### config.mk
export PLATFORM = sky130hd
export DESIGN_NAME = relogio_digital_flat
export DESIGN_NICKNAME = d
export VERILOG_FILES = /design/src/rtl/relogio_pkg.sv /design/src/rtl/relogio_digital_if.sv /design/src/rtl/relogio_digital_seg7_decoder.sv /design/src/rtl/relogio_digital.sv /design/src/flat_wrapper.sv
export SDC_FILE = /design/constraint.sdc
export NUM_CORES = 1
export LEC_CHECK = 0
export CORE_MARGIN = 2
export CORE_UTILIZATION = 35
export DETAILED_ROUTE_END_ITERATION = 7
export PLACE_DENSITY = 0.59
export SETUP_SLACK_MARGIN = 0.4
export SYNTH_ARGS = -nofsm -noshare
export SYNTH_HDL_FRONTEND = slang
export SYNTH_SLANG_ARGS = --single-unit
### constraint.sdc
create_clock -name clk -period 3.9 [get_ports clk]
set_input_delay 0.585 -clock clk [delete_from_list [all_inputs] [get_ports clk]]
set_output_delay 0.585 -clock clk [all_outputs]
set_load 0.005 [all_outputs]
### src/rtl/relogio_pkg.sv
// Shared types, limits and segment codes for the HH:MM digital clock.
package relogio_pkg;

  typedef enum logic [1:0] {
    NORMAL      = 2'b00,
    AJUSTE_MIN  = 2'b01,
    AJUSTE_HORA = 2'b10
  } mode_e;

  typedef struct packed {
    logic [3:0] dez;
    logic [3:0] uni;
  } bcd2_t;

  localparam logic [5:0] MAX_SEC  = 6'd59;
  localparam logic [6:0] MAX_MIN  = 7'd59;
  localparam logic [6:0] MAX_HORA = 7'd23;

  // Active-low segments ordered {g,f,e,d,c,b,a}
  localparam logic [6:0] SEG_0     = 7'b1000000;
  localparam logic [6:0] SEG_1     = 7'b1111001;
  localparam logic [6:0] SEG_2     = 7'b0100100;
  localparam logic [6:0] SEG_3     = 7'b0110000;
  localparam logic [6:0] SEG_4     = 7'b0011001;
  localparam logic [6:0] SEG_5     = 7'b0010010;
  localparam logic [6:0] SEG_6     = 7'b0000010;
  localparam logic [6:0] SEG_7     = 7'b1111000;
  localparam logic [6:0] SEG_8     = 7'b0000000;
  localparam logic [6:0] SEG_9     = 7'b0010000;
  localparam logic [6:0] SEG_BLANK = 7'b1111111;

  // Two-digit BCD increment that wraps to 00 once the value reaches max_val.
  function automatic bcd2_t bcd2_inc(input bcd2_t v, input logic [6:0] max_val);
    bcd2_t      r;
    logic [6:0] valor;
    valor = 7'(v.dez) * 7'd10 + 7'(v.uni);
    if (valor == max_val) begin
      r.dez = 4'd0;
      r.uni = 4'd0;
    end else if (v.uni == 4'd9) begin
      r.dez = v.dez + 4'd1;
      r.uni = 4'd0;
    end else begin
      r.dez = v.dez;
      r.uni = v.uni + 4'd1;
    end
    return r;
  endfunction

endpackage

### src/rtl/relogio_digital_if.sv
// Button inputs and display/LED outputs of the clock, bundled for the top level.
interface relogio_digital_if;
  logic       btn_ajuste;
  logic       btn_inc;
  logic [6:0] display_unidade_min;
  logic [6:0] display_dezena_min;
  logic [6:0] display_unidade_hora;
  logic [6:0] display_dezena_hora;
  logic [7:0] leds;
  logic       seg_ponto;

  modport master (
    output btn_ajuste, btn_inc,
    input  display_unidade_min, display_dezena_min,
    input  display_unidade_hora, display_dezena_hora,
    input  leds, seg_ponto
  );

  modport slave (
    input  btn_ajuste, btn_inc,
    output display_unidade_min, display_dezena_min,
    output display_unidade_hora, display_dezena_hora,
    output leds, seg_ponto
  );
endinterface

### src/rtl/relogio_digital_seg7_decoder.sv
// BCD digit to active-low 7-segment pattern; non-decimal codes blank the digit.
module seg7_decoder
  import relogio_pkg::*;
(
  input  logic [3:0] bcd,
  output logic [6:0] seg
);

  // Segment lookup
  always_comb begin
    seg = SEG_BLANK;
    case (bcd)
      4'd0:    seg = SEG_0;
      4'd1:    seg = SEG_1;
      4'd2:    seg = SEG_2;
      4'd3:    seg = SEG_3;
      4'd4:    seg = SEG_4;
      4'd5:    seg = SEG_5;
      4'd6:    seg = SEG_6;
      4'd7:    seg = SEG_7;
      4'd8:    seg = SEG_8;
      4'd9:    seg = SEG_9;
      default: seg = SEG_BLANK;
    endcase
  end

endmodule

### src/rtl/relogio_digital.sv
// 24-hour HH:MM clock with a two-stage set mode (minutes, then hours) driven
// by two debounced buttons; drives four 7-segment digits, a dot and status LEDs.
module relogio_digital
  import relogio_pkg::*;
#(
  parameter int CLK_HZ = 1
) (
  input  logic               clk,
  input  logic               reset,
  relogio_digital_if.slave   bus
);

  localparam int PW = (CLK_HZ > 1) ? $clog2(CLK_HZ) : 1;
  localparam logic [PW-1:0] PRESC_MAX = PW'(CLK_HZ - 1);

  mode_e         mode_r, mode_s;
  logic [PW-1:0] presc_r, presc_s;
  logic [5:0]    ss_r, ss_s;
  bcd2_t         min_r, min_s;
  bcd2_t         hora_r, hora_s;
  logic          ajuste_q_r, inc_q_r;

  logic ajuste_pulse_s, inc_pulse_s, tick_s;

  assign ajuste_pulse_s = bus.btn_ajuste & ~ajuste_q_r;
  assign inc_pulse_s    = bus.btn_inc & ~inc_q_r;
  assign tick_s         = (presc_r == PRESC_MAX);

  // State registers: mode, prescaler, time and button edge history
  always_ff @(posedge clk) begin
    if (reset) begin
      mode_r     <= NORMAL;
      presc_r    <= '0;
      ss_r       <= 6'd0;
      min_r      <= '0;
      hora_r     <= '0;
      ajuste_q_r <= 1'b0;
      inc_q_r    <= 1'b0;
    end else begin
      mode_r     <= mode_s;
      presc_r    <= presc_s;
      ss_r       <= ss_s;
      min_r      <= min_s;
      hora_r     <= hora_s;
      ajuste_q_r <= bus.btn_ajuste;
      inc_q_r    <= bus.btn_inc;
    end
  end

  // Next-state: a mode-button pulse takes priority over both counting and inc
  always_comb begin
    mode_s  = mode_r;
    presc_s = presc_r;
    ss_s    = ss_r;
    min_s   = min_r;
    hora_s  = hora_r;
    case (mode_r)
      NORMAL: begin
        if (ajuste_pulse_s) begin
          mode_s = AJUSTE_MIN;
        end else if (tick_s) begin
          presc_s = '0;
          if (ss_r == MAX_SEC) begin
            ss_s  = 6'd0;
            min_s = bcd2_inc(min_r, MAX_MIN);
            if (min_s == '0) begin
              hora_s = bcd2_inc(hora_r, MAX_HORA);
            end else begin
              hora_s = hora_r;
            end
          end else begin
            ss_s = ss_r + 6'd1;
          end
        end else begin
          presc_s = presc_r + PW'(1);
        end
      end
      AJUSTE_MIN: begin
        if (ajuste_pulse_s) begin
          mode_s = AJUSTE_HORA;
        end else if (inc_pulse_s) begin
          min_s = bcd2_inc(min_r, MAX_MIN);
        end else begin
          min_s = min_r;
        end
      end
      AJUSTE_HORA: begin
        if (ajuste_pulse_s) begin
          mode_s  = NORMAL;
          ss_s    = 6'd0;
          presc_s = '0;
        end else if (inc_pulse_s) begin
          hora_s = bcd2_inc(hora_r, MAX_HORA);
        end else begin
          hora_s = hora_r;
        end
      end
      default: mode_s = NORMAL;
    endcase
  end

  // Status LEDs and separator dot decoded from the registered state
  always_comb begin
    bus.leds      = {2'b00, ss_r};
    bus.seg_ponto = 1'b0;
    case (mode_r)
      NORMAL: begin
        bus.leds[7:6] = 2'b00;
        bus.seg_ponto = ss_r[0];
      end
      AJUSTE_MIN:  bus.leds[7:6] = 2'b01;
      AJUSTE_HORA: bus.leds[7:6] = 2'b10;
      default:     bus.leds[7:6] = 2'b00;
    endcase
  end

  seg7_decoder u_dec_min_uni  (.bcd(min_r.uni),  .seg(bus.display_unidade_min));
  seg7_decoder u_dec_min_dez  (.bcd(min_r.dez),  .seg(bus.display_dezena_min));
  seg7_decoder u_dec_hora_uni (.bcd(hora_r.uni), .seg(bus.display_unidade_hora));
  seg7_decoder u_dec_hora_dez (.bcd(hora_r.dez), .seg(bus.display_dezena_hora));

endmodule

### src/flat_wrapper.sv
// flat-port wrapper written by rule: the top's interface ports become plain ports
module relogio_digital_flat import relogio_pkg::*;
#(
  parameter int CLK_HZ = 1
)
  (clk, reset, bus_btn_ajuste, bus_btn_inc, bus_display_unidade_min, bus_display_dezena_min, bus_display_unidade_hora, bus_display_dezena_hora, bus_leds, bus_seg_ponto);
  relogio_digital_if bus_i ();
  input  logic clk;
  input  logic reset;
  input wire logic [$bits(bus_i.btn_ajuste)-1:0] bus_btn_ajuste;
  input wire logic [$bits(bus_i.btn_inc)-1:0] bus_btn_inc;
  output wire logic [$bits(bus_i.display_unidade_min)-1:0] bus_display_unidade_min;
  output wire logic [$bits(bus_i.display_dezena_min)-1:0] bus_display_dezena_min;
  output wire logic [$bits(bus_i.display_unidade_hora)-1:0] bus_display_unidade_hora;
  output wire logic [$bits(bus_i.display_dezena_hora)-1:0] bus_display_dezena_hora;
  output wire logic [$bits(bus_i.leds)-1:0] bus_leds;
  output wire logic [$bits(bus_i.seg_ponto)-1:0] bus_seg_ponto;
  assign bus_i.btn_ajuste = bus_btn_ajuste;
  assign bus_i.btn_inc = bus_btn_inc;
  assign bus_display_unidade_min = bus_i.display_unidade_min;
  assign bus_display_dezena_min = bus_i.display_dezena_min;
  assign bus_display_unidade_hora = bus_i.display_unidade_hora;
  assign bus_display_dezena_hora = bus_i.display_dezena_hora;
  assign bus_leds = bus_i.leds;
  assign bus_seg_ponto = bus_i.seg_ponto;
  relogio_digital #(.CLK_HZ(CLK_HZ)) u_core (.clk(clk), .reset(reset), .bus(bus_i));
endmodule
; ---- Word level (Yosys, flattened, before mapping)
; Memory sizes are Yosys's and may differ from the RTL's. A register that Yosys moved wholly into a read port is not among the register bits.
; Cells that the tools add are included.
; W data, S select, Z words.
[word_totals]
register_bits = 27
rom_bits = 448
out_inout_bits = 37
wordCells = 98
n_memories = 4
[classes]
addsub = 8
n_mul = 2
n_eq_ne = 18
n_mux = 44
bitwise_logic = 4
reduce_logical = 9
[mem_list]
columns = name, depth, width, read_ports, rd_clocked_by_memory_dff, write_ports, line
row1 = (no name shown), 16, 7, 1, 1, 0, relogio_digital_seg7_decoder.sv:12  ; case (bcd)
row2 = (no name shown), 16, 7, 1, 1, 0, relogio_digital_seg7_decoder.sv:12
row3 = (no name shown), 16, 7, 1, 1, 0, relogio_digital_seg7_decoder.sv:12
row4 = (no name shown), 16, 7, 1, 1, 0, relogio_digital_seg7_decoder.sv:12
[op_table]
columns = op, n
row1 = $mux W8, 19
row2 = $mux W4, 8
row3 = $pmux W8 S2, 2
row4 = $mux W6, 4
row5 = $add A4 B1 Y4 const B, 4
row6 = $add A7 B4 Y7, 2
row7 = $ne A2 B1 Y1 const B, 7
row8 = $mul A4 B3 Y6 const B, 2
row9 = $pmux W6 S2, 1
row10 = $eq A4 B4 Y1 const B, 2
row11 = $logic_not A8 Y1, 1
row12 = $ne A2 B2 Y1 const B, 4
row13 = $eq A7 B5 Y1 const B, 1
row14 = $eq A7 B6 Y1 const B, 1
row15 = $reduce_and A7 Y1, 1
row16 = $add A6 B1 Y6 const B, 1
row17 = $eq A6 B6 Y1 const B, 1
row18 = $mux W2, 3
row19 = $pmux W2 S3, 1
row20 = $reduce_and A3 Y1, 2
row21 = $reduce_and A6 Y1, 1
row22 = $mux W1, 4
row23 = $pmux W2 S2, 1
row24 = $reduce_and A4 Y1, 1
row25 = 8 further kinds, 11

; ---- Longest topological paths before layout
; Gate-level depths: netlist of run 1.
[logic_depth]
word_depth = 16
mapped_depth = 15

; ---- Modules after synthesis
; A second synthesis of run 1 with hierarchy kept.
[unflattened]
cells_unflattened = 376
hier_area_um2 = 2816.5
[by_module_without_submodules]
columns = mod, instances, cells_per_inst, area_per_inst_um2, seq_area_each_um2
row1 = relogio_digital, 1, 244, 1975.6, 520.5
row2 = seg7_decoder, 4, 33, 210.2, 0.0

; ---- Worst setup path before layout of run 1
; No wires, ideal clock.
[synth_path]
kind = reg-to-reg
from = reg u_core.min_r[7] in the netlist's numbering
to = reg, netlist name u_core.u_dec_hora_uni.seg[1]
setup_ns = 0.071
arrival_time_ns = 3.650
path_slack_ns = 0.180
stages_incl_launch_ff = 16
path_buffers = 0
period_less_slack_ns = 3.720
cell_sequence = dfxtp_1 ha_1 ha_1 inv_1 fa_1 and4b_1 o311a_2 nand3_1 a221oi_2 a21oi_2 nor3_1 a21oi_1 or2_2 ha_1 o21ai_0 a21boi_1
[synth_via]
elab_chain_len = 13
elab_cells_between_ends = 15
classes_between = 2 x add/sub / 1 x mul / 2 x eq/ne / 8 x mux / 2 x reduce/logical
[synth_lines]
columns = item, line
row1 = from (decl), relogio_digital.sv:19  ; bcd2_t min_r, min_s;
row2 = from (signal assigned), relogio_digital.sv:43  ; min_r <= min_s;
row3 = $mul A4 B3 Y6, relogio_pkg.sv:36  ; valor = 7'(v.dez) * 7'd10 + 7'(v.uni);
row4 = $add A7 B4 Y7, relogio_pkg.sv:36
row5 = $eq A7 B6 Y1, relogio_pkg.sv:37  ; if (valor == max_val) begin
row6 = $mux W8 *, n/a
row7 = $mux W8 *, relogio_digital.sv:63  ; if (ss_r == MAX_SEC) begin
row8 = $mux W8 *, relogio_digital.sv:61  ; end else if (tick_s) begin
row9 = $mux W8 *, relogio_digital.sv:59  ; if (ajuste_pulse_s) begin
row10 = $mux W8 *, relogio_digital.sv:57  ; case (mode_r)
row11 = $logic_not A8 Y1 *, relogio_digital.sv:66  ; if (min_s == '0) begin
row12 = $ne A2 B1 Y1 (no source line) *, n/a
row13 = $reduce_and A7 Y1 (no source line) *, n/a
row14 = $mux W4 (no source line) * (2 in series), n/a
; Mark *: on every way between the ends. The rest lies on a longest branch, timed or not. The select of a mux whose other input is x is not followed.
; A chain may end at the register's enable or synchronous reset.

; ---- Final worst setup path of run 1
[layout_path]
from = reg u_core.min_r[7] in the netlist's numbering
to = reg, netlist name u_core.u_dec_hora_uni.seg[4]
[layout_via]
elab_chain_len = 13
elab_cells_between_ends = 15
classes_between = 2 x add/sub / 1 x mul / 2 x eq/ne / 8 x mux / 2 x reduce/logical
[layout_lines]
columns = item, line
row1 = $mul A4 B3 Y6, relogio_pkg.sv:36
row2 = $add A7 B4 Y7, relogio_pkg.sv:36
row3 = $eq A7 B6 Y1, relogio_pkg.sv:37
row4 = $mux W8 *, n/a
row5 = $mux W8 *, relogio_digital.sv:63
row6 = $mux W8 *, relogio_digital.sv:61
row7 = $mux W8 *, relogio_digital.sv:59
row8 = $mux W8 *, relogio_digital.sv:57
row9 = $logic_not A8 Y1 *, relogio_digital.sv:66
row10 = $ne A2 B1 Y1 (no source line) *, n/a
row11 = $reduce_and A7 Y1 (no source line) *, n/a
row12 = $mux W4 (no source line) * (2 in series), n/a
; Marked as above.

==> flow_summary.toml, run 1 <==
[clock_tree]
clockBufferDepth = 2
numCtsBuffers = 5
cts_hold_buf = 0
clkLatencyLatePin_ps = 310
cts_tree = "built"
cts_htree_levels = 2
clk_pin_slew_worst_paths_ps = 110
cts_root_buffer = "clkbuf_8"
clock-sinks = 54

[detailed_routing]
vias_per_cell = 5.146
drc = 0
ant_nets = 0
drt_iter0_drc = 108
vias = 3180
wl_um = 8250
wire_per_inst_um = 13.35
dr.pass1.iters = 4

[placement]
placed_cells_incl_taps = 590
dp_hpwl_um = 5854
gp_congestion = 0.8401
io_buffers = 40

[critical_path]
crit_type = "register to register"
crit-reg2reg-launch = "u_core.min_r[7]$_SDFFE_PP0P_"
cp-start-kind = "register"
end_kind = "register"
crit_path_max_fanout = 5
arrival_ps = 3660
cp.required_ps = 4130
crit_path_start = "u_core.min_r[7]$_SDFFE_PP0P_"
rr_worst_depth = 14

[global_routing]
grt.met2_usage_pct = 26.50
grt_pass1_vias = 3076
grt-ovfl-total = 0
grt_max_degree = 26
grtUsageMet1_pct = 18.38
grt_use_total_pct = 14.76
antenna_found_initial = 0
grt_first_pass_wirelength_um = 13940
grtUsageMet3_pct = 2.288
busiest_layer = "met2"

[run]
cap_violations = 0

[floorplan]
dieArea_mm2 = 0.01119
core_mm2 = 0.01018
die_x_um = 105.8
initial_core_util_pct = 35.60
die_height_um = 105.8
io_pins = 41
rows = 37

[logic_synthesis]
ys_top_cells_by_count = "54 x dfxtp_1, 39 x ha_1, 38 x a21oi_1, 30 x inv_1, 30 x nor2_1"
netlist.top_cell.by_area = "dfxtp_1"
ys_seq_area_share_pct = 29.81
synth_most_common_cell = "dfxtp_1"
synth_top_cell_area_share_pct = 29.81
synth_area_mm2 = 0.003626
synth_edf_count = 0
ys_dominant_reg_cell = "dfxtp_1"
avgSynthCellArea_um2 = 8.716
async_reset_ff_share_pct = 0
synth_nets = 463
synth_seq_cells = 54
synth_area_leaders = "dfxtp_1 30%, ha_1 13%, a21oi_1 5.2%"
syn_inst = 416
yosysUniqueCellTypes = 71
yosys_warnings = 0

[sta]
fin_skew_ps = 14.46
fmax_mhz = 292.1
fin_crit_sh_pct = 87.78
tightest_slew_ps = 493.6
period_needed_ps = 3423
grt_setup_unrepaired = "yes"
fin_worst_hold_slack_ps = 561.3
hold_viol = 0
slew_headroom_pct = 66.87
finalMaxSlewViolations = 0
setup_tns_ps = 0
setup_viol_count_final = 0

[layout]
drive_gt1_share_pct = 24.07
syn_to_final_growth_pct = 31.95
multi_input_area_mm2 = 0.002621
diodes = 0
fillCellCount = 966
final_util_pct = 46.98
nets = 528
final-seq-area_mm2 = 0.001099
fin_cells = 618

[power_and_ir_drop]
vdd_drop_max_mv = 0.1494
p_per_area_mw_per_mm2 = 210.7
p_leak_nw = 1.997

[worst_hold_path]
hold_start = "u_core.ss_r[5]$_SDFFE_PP0P_"
min-delay-path-class = "register to register"
hold_depth = 2

[status]
status = "complete, no violations"
worst paths after layout:
check / to / slack (ps)
max: u_core.u_dec_hora_uni.seg[4]$_DFF_P_ / 480
min: u_core.ss_r[5]$_SDFFE_PP0P_ / 560
max reg2reg: u_core.u_dec_hora_uni.seg[4]$_DFF_P_ / 480
min reg2reg: u_core.ss_r[5]$_SDFFE_PP0P_ / 560
cell families after synthesis:
| group | after synthesis | share of synthesized area, % |
|---|---|---|
| simple gates | 132 | 19.57 |
| compound gates | 110 | 21.84 |
| flops | 54 | 29.81 |
| buf+inv | 51 | 5.935 |
| fa+ha+maj | 43 | 15.67 |
| mux | 18 | 5.245 |
| xor+xnor | 8 | 1.932 |
layout make-up:
cell class | instances | area share, %
Multi-Input combinational cell | 311 | 54.79
Inverter | 34 | 2.720
Timing Repair Buffer | 75 | 13.94
Clock buffer | 6 | 1.726
Tap cell | 136 | 3.556
Clock inverter | 2 | 0.3138
Sequential cell | 54 | 22.96
worst max-delay path: stages, from the launching register on:
cell,delay (ps)
dfxtp_4,370
ha_4,270
ha_4,120
inv_2,30
fa_1,430
and4b_1,280
o311a_4,270
a31oi_4,140
a221oi_4,330
a21oi_2,120
buf_4,170
mux2_4,330
ha_4,170
o21a_1,180
a32oi_1,160
power breakdown:
group | internal [W] | switching, W | total (W) | leakage [nW]
Clock | 0.000147 | 0.000191 | 0.000338 | 0.0521
Sequential | 0.000558 | 0.0000124 | 0.000571 | 0.441
Combinational | 0.0000497 | 0.0000497 | 0.0000994 | 1.50
flip-flops by register name, summed over array words and instances (netlist names):
register	count
u_core.hora_r	8
u_core.min_r	8
u_core.u_dec_hora_dez.seg	7
u_core.u_dec_hora_uni.seg	7
u_core.u_dec_min_dez.seg	7
u_core.u_dec_min_uni.seg	7
u_core.ss_r	6
u_core.mode_r	2
u_core.ajuste_q_r	1
u_core.inc_q_r	1
cells in the final DEF, fill, tap and decap left out, drive strengths merged, types with 4 or more instances in the layout:
cell type,n
inv,35
fa,4
xnor2,6
a211oi,4
nor4,5
nand2,22
buf,35
mux2,8
a221oi,4
nand3,11
or2,5
a22oi,5
nor2,31
nor3,16
dfxtp,54
mux2i,10
nand4,6
nand3b,6
and2,5
nor2b,9
clkbuf,6
nand2b,5
ha,39
a21oi,42
clkdlybuf4s50,40
o21ai,18
a31oi,7
metal layers:
layer	wire, µm	up-vias
met2	4096	47
met3	211	10
li1	-	1629
met4	97	0
met5	0	-
met1	3845	1494
stage by stage:
| stage | total power [W] | setup WS (ps) | instance area (µm²) |
|---|---|---|---|
| detailed placement | 0.0006791 | 159.4 | 4252 |
| global placement | 0.0006787 | 243.5 | 4252 |
| floorplan | 0.0006429 | 400.5 | 3656 |
| finish | 0.001008 | 476.7 | 4785 |
| CTS | 0.001020 | 384.5 | 4517 |
| global route | 0.001050 | 329.8 | 4785 |
timing repair:
| action | in CTS | in global routing |
|---|---|---|
| setup buffers | 13 | 7 |
| pin swaps | 13 | 21 |
| setup endpoints to repair | 14 | 19 |
| endpoints found under the hold margin | 0 | 0 |
| resized for setup | 13 | 45 |
No activity file was read; power rests on OpenSTA's default activity.
==> run 2, diff against run 1 <==
--- a/config.mk
+++ b/config.mk
@@ -9,6 +9,7 @@
 export CORE_UTILIZATION = 35
 export DETAILED_ROUTE_END_ITERATION = 7
 export PLACE_DENSITY = 0.59
+export RECOVER_POWER = 100
 export SETUP_SLACK_MARGIN = 0.4
 export SYNTH_ARGS = -nofsm -noshare
 export SYNTH_HDL_FRONTEND = slang
==> run 2 against run 1 <==
  * Utilization down 1.0 points
  * Die area unchanged
  * Largest cell class unchanged
  * Worst setup slack worse by 120 ps
  * Fmax down 3.3%
  * Non-clock buffer count unchanged
  * Cell area down 2.2%
  * Sequential share of layout area up 0.52 points
  * First-iteration DRC count down 1.9%
  * Critical path depth unchanged
  * Global-route usage unchanged
==> flow_summary.toml, run 2 (same netlist as run 1, synthesis figures left out) <==
[clock_tree]
numCtsBuffers = 5
clkLatencyLatePin_ps = 310
clock-sinks = 54
cts_hold_buf = 0
cts_root_buffer = "clkbuf_8"
clockBufferDepth = 2
clk_pin_slew_worst_paths_ps = 110
cts_tree = "built"
cts_htree_levels = 2

[critical_path]
cp-start-kind = "register"
end_kind = "register"
crit_type = "register to register"
crit_path_max_fanout = 5
cp.required_ps = 4130
arrival_ps = 3770

[placement]
dp_hpwl_um = 5854
place_worst_setup_slack_ps = 159.4
io_buffers = 40
gp_congestion = 0.8401
placed_cells_incl_taps = 590

[global_routing]
grt_use_total_pct = 14.76
grt_max_degree = 26
grt-ovfl-total = 0
grt_first_pass_wirelength_um = 13940
grt_pass1_vias = 3076
antenna_found_initial = 0

[sta]
fin_crit_sh_pct = 90.77
setup_viol_count_final = 0
setup_slack_ps = 360.0
fin_skew_ps = 12.62
finalMaxSlewViolations = 0
slew_headroom_pct = 28.19
setup_tns_ps = 0
hold_viol = 0
fin_worst_hold_slack_ps = 557.7
grt_setup_unrepaired = "yes"
fmax_mhz = 282.5
tightest_slew_ps = 1077
period_needed_ps = 3540

[power_and_ir_drop]
switchingPower_w = 0.0002492
combPwrFrac_pct = 9.2
p_seq_share_pct = 57.1
p_leak_nw = 2.036
switching_share_pct = 24.96
p_int_w = 0.0007492
vdd_drop_max_mv = 0.1486
pwr-share-clk_pct = 33.6
p_per_area_mw_per_mm2 = 213.4

[layout]
diodes = 0
final_cell_mix = "48 x dfxtp_1, 39 x dlygate4sd3_1, 36 x a21oi_1"
drive_gt1_share_pct = 19.92
fin_cells = 618
nets = 528
fillCellCount = 991
syn_to_final_growth_pct = 29.05
final_common_cell = "dfxtp_1"
reg_top3 = "u_core.hora_r x8, u_core.min_r x8"

[status]
status = "complete, no violations"

[floorplan]
initial_core_util_pct = 35.60
core_mm2 = 0.01018
die_x_um = 105.8
io_pins = 41
dieArea_mm2 = 0.01119
rows = 37
die_height_um = 105.8

[detailed_routing]
vias = 3175
dr.pass1.iters = 4
wl_um = 8253
drt_iter0_drc = 106
top_layer = "met4"
met3WireLength_um = 255
wire_per_inst_um = 13.35
wl_met2_um = 4066
met1_length_um = 3807
drc = 0
vias_per_cell = 5.138
ant_nets = 0

[worst_hold_path]
min-delay-path-class = "register to register"

[run]
cap_violations = 0
-- run 2: cell count changes in the layout (fill, tap and decap cells not counted), moves of 2 or more --
cell and delta:
inv_2 -2, clkbuf_1 +7, a21oi_2 -2, dlygate4sd3_1 +39, buf_4 -7, a21oi_4 -2
a21oi_1 +4, a22oi_1 +2, clkdlybuf4s50_1 -39
-- run 2: worst max-delay path, cell delays in order, from the launching register on --
cell      delay, ps
dfxtp_4         370
ha_4            270
ha_4            120
inv_2            30
fa_1            430
and4b_1         280
o311a_4         270
a31oi_4         120
a221oi_1        370
a21oi_1         190
buf_4           190
mux2_4          330
ha_4            170
o21a_1          180
a32oi_1         160
-- run 2: area by class of cell --
cell class / count / area, µm² / share of cell area (%)
Inverter: 34 / 130.1 / 2.781
Clock buffer: 6 / 82.58 / 1.765
Multi-Input combinational cell: 311 / 2542 / 54.33
Sequential cell: 54 / 1099 / 23.48
Tap cell: 136 / 170.2 / 3.636
Timing Repair Buffer: 75 / 640.6 / 13.69
Clock inverter: 2 / 15.01 / 0.3209
-- run 2: layer usage --
metal / vias up / track usage (%)
met3: 14 / 2.288
met4: 0 / 3.759
met2: 52 / 26.50
met1: 1484 / 18.38
li1: 1625 / -
met5: - / 0
-- run 2: power by group through the flow --
stage	sequential [W]	clock (W)	combinational (W)
2_1_floorplan	0.000581	0	0.0000624
3_3_place_gp	0.000586	0	0.0000932
3_5_place_dp	0.000586	0	0.0000936
4_1_cts	0.000572	0.000350	0.0000977
5_1_grt	0.000573	0.000366	0.000104
6_report	0.000570	0.000336	0.0000922
-- run 2: repair_timing --
action	4_1_cts	5_1_grt
gates cloned	0	0
setup buffers	13	7
resized for setup	13	45
endpoints found under the setup margin	14	19
endpoints found under the hold margin	0	0
pin swaps	13	21
-- run 2: stage by stage --
stage	cell area [µm²]	power (W)	util [%]
after CTS	4517	0.001020	44.35
after detailed placement	4252	0.0006791	41.74
final	4679	0.0009984	45.95
after global routing	4679	0.001042	45.95
after global placement	4252	0.0006787	41.74
after floorplan	3656	0.0006429	-
-- run 2: worst paths after layout --
| path | end | startpoint | cells after the start | slack (ps) |
|---|---|---|---|---|
| setup / recovery | u_core.u_dec_hora_uni.seg[4]$_DFF_P_ | u_core.min_r[7]$_SDFFE_PP0P_ | 14 | 360 |
| hold / removal | u_core.ss_r[5]$_SDFFE_PP0P_ | u_core.ss_r[5]$_SDFFE_PP0P_ | 2 | 560 |
| setup reg to reg | u_core.u_dec_hora_uni.seg[4]$_DFF_P_ | u_core.min_r[7]$_SDFFE_PP0P_ | 14 | 360 |
| hold reg to reg | u_core.ss_r[5]$_SDFFE_PP0P_ | u_core.ss_r[5]$_SDFFE_PP0P_ | 2 | 560 |
==> run 3, diff against run 2 <==
--- a/config.mk
+++ b/config.mk
@@ -11,6 +11,7 @@
 export PLACE_DENSITY = 0.59
 export RECOVER_POWER = 100
 export SETUP_SLACK_MARGIN = 0.4
+export SKIP_LAST_GASP = 1
 export SYNTH_ARGS = -nofsm -noshare
 export SYNTH_HDL_FRONTEND = slang
 export SYNTH_SLANG_ARGS = --single-unit
==> constraint.sdc (replaced) <==
create_clock -name clk -period 3.25 [get_ports clk]
set_input_delay 0.4875 -clock clk [delete_from_list [all_inputs] [get_ports clk]]
set_output_delay 0.4875 -clock clk [all_outputs]
set_load 0.005 [all_outputs]
==> run 3 against run 2 <==
  * The flow now finishes with violations (negative setup slack)
  * Hold slack better by 3.5 ps
  * Fmax grew 2.4%
  * Critical path depth is 1 higher
  * Final cell count up 8.1%
  * Sequential power up 20%
  * Clock-buffer cell count fell by 1
  * Cell area increased by 16%
  * Global-route usage is 1.6 points higher
  * Largest power group unchanged
  * Highest routed layer unchanged
==> flow_summary.toml, run 3 (same netlist as run 1, synthesis figures left out) <==
[critical_path]
arrival_ps = 3710
crit-reg2reg-launch = "u_core.min_r[7]$_SDFFE_PP0P_"
crit_type = "register to register"
end_kind = "register"
crit_path_start = "u_core.min_r[7]$_SDFFE_PP0P_"
cp.required_ps = 3500
cp-start-kind = "register"
crit_path_max_fanout = 5

[detailed_routing]
vias_per_cell = 5.093
drt_iter0_drc = 112
wl_um = 9062
dr.pass1.iters = 4
vias = 3402
ant_nets = 0
drc = 0
wire_per_inst_um = 13.57

[layout]
final_common_cell = "buf_4"
fin_area_mm2 = 0.005411
nets = 578
drive_gt1_share_pct = 34.59
diodes = 0
final_cell_mix = "60 x buf_4, 49 x dfxtp_1, 38 x dlygate4sd3_1"
syn_to_final_growth_pct = 49.24
reg_top3 = "u_core.hora_r x8, u_core.min_r x8"

[clock_tree]
cts_tree = "built"
numCtsBuffers = 5
clkLatencyLatePin_ps = 320
clk_pin_slew_worst_paths_ps = 100
clock-sinks = 54
clockBufferDepth = 2
cts_root_buffer = "clkbuf_8"
cts_htree_levels = 2
cts_hold_buf = 0

[sta]
slew_headroom_pct = 12.31
fmax_mhz = 289.4
hold_viol = 0
setup_viol_count_final = 20
fin_crit_sh_pct = 106.3
fin_worst_hold_slack_ps = 561.2
fin_skew_ps = 10.47
finalMaxSlewViolations = 0
grt_setup_unrepaired = "yes"
tightest_slew_ps = 1315
period_needed_ps = 3456
setup_slack_ps = -205.9

[status]
status = "finished, violations left"
violations = "negative setup slack"

[floorplan]
die_height_um = 105.8
core_mm2 = 0.01018
io_pins = 41
initial_core_util_pct = 35.60
dieArea_mm2 = 0.01119
rows = 37
die_x_um = 105.8

[global_routing]
antenna_found_initial = 0
grt_use_total_pct = 16.33
grt_first_pass_wirelength_um = 15190
grt_pass1_vias = 3400
grt-ovfl-total = 0
grt_max_degree = 27

[run]
cap_violations = 0

[placement]
dp_hpwl_um = 6477
gp_congestion = 0.8446
dpl_cell_area_mm2 = 0.004653
io_buffers = 40

[power_and_ir_drop]
p_leak_nw = 2.380
vdd_drop_max_mv = 0.1609
p_per_area_mw_per_mm2 = 223.0

[worst_hold_path]
min-delay-path-class = "register to register"
hold_start = "u_core.ss_r[5]$_SDFFE_PP0P_"
[run 3: cell count changes in the layout (fill, tap and decap cells not counted), sizes merged]
cell	delta
buf	+53
inv	-1
dlygate4sd3	-1
clkbuf	-4
clkinv	+1
clkdlybuf4s50	+1
clkinvlp	+1
[run 3: worst max-delay path, cell delays in order (launching register included)]
cell,delay (ps)
dfxtp_4,360
ha_4,260
ha_4,110
inv_2,30
fa_1,500
and4b_1,210
o311a_4,170
a311oi_4,330
a21oi_4,70
buf_6,130
a2111oi_4,330
buf_4,170
a41o_4,130
ha_4,210
o31a_1,230
a31oi_1,140
[run 3: routing by layer]
metal / wire (µm) / up-vias / share of wire, % / GRT usage (%)
met3: 312 / 13 / 3.4 / 3.154
met1: 3996 / 1618 / 44 / 19.71
met2: 4598 / 53 / 51 / 28.85
met4: 155 / 0 / 1.7 / 5.639
met5: 0 / - / 0 / 0
li1: - / 1718 / - / -
[run 3: path summary, 6_finish.rpt]
kind,end,slack (ps),depth (start not counted)
setup / recovery,u_core.u_dec_hora_dez.seg[1]$_DFF_P_,-210,15
hold / removal,u_core.ss_r[5]$_SDFFE_PP0P_,560,2
setup reg to reg,u_core.u_dec_hora_dez.seg[1]$_DFF_P_,-210,15
hold reg to reg,u_core.ss_r[5]$_SDFFE_PP0P_,560,2
[run 3: layout make-up]
class / count / area [µm²]
clock inverter: 3 / 21.27
inverter: 34 / 142.6
timing repair buffer: 125 / 1111
multi-input combinational: 311 / 2808
fill: 931 / 4773
clock buffer: 5 / 68.82
tap: 136 / 170.2
sequential: 54 / 1090
[run 3: stage by stage]
stage / total power (W) / setup TNS, ps / util, % / setup WS, ps / cells
final: 0.001207 / -2451 / 53.13 / -205.9 / 668
after detailed placement: 0.0008252 / -3222 / 45.69 / -293.3 / 633
after CTS: 0.001217 / -2239 / 50.71 / -237.0 / 659
after floorplan: 0.0007725 / -728.2 / - / -136.3 / 416
after global routing: 0.001251 / -4842 / 53.13 / -312.3 / 668
after global placement: 0.0008237 / -1789 / 45.69 / -210.5 / 633
[run 3: what timing repair did]
action / 4_1_cts / 5_1_grt
hold endpoints to repair: 0 / 0
pin swaps: 32 / 38
resized for setup: 59 / 43
setup buffers: 18 / 9
setup endpoints to repair: 36 / 37
[run 3: power by group]
group | total, W | leakage (nW) | switching [W] | internal [W]
Sequential | 0.000686 | 0.439 | 0.0000136 | 0.000672
Combinational | 0.000130 | 1.90 | 0.0000659 | 0.0000643
Clock | 0.000390 | 0.0441 | 0.000238 | 0.000152
Total | 0.00121 | 2.38 | 0.000318 | 0.000889
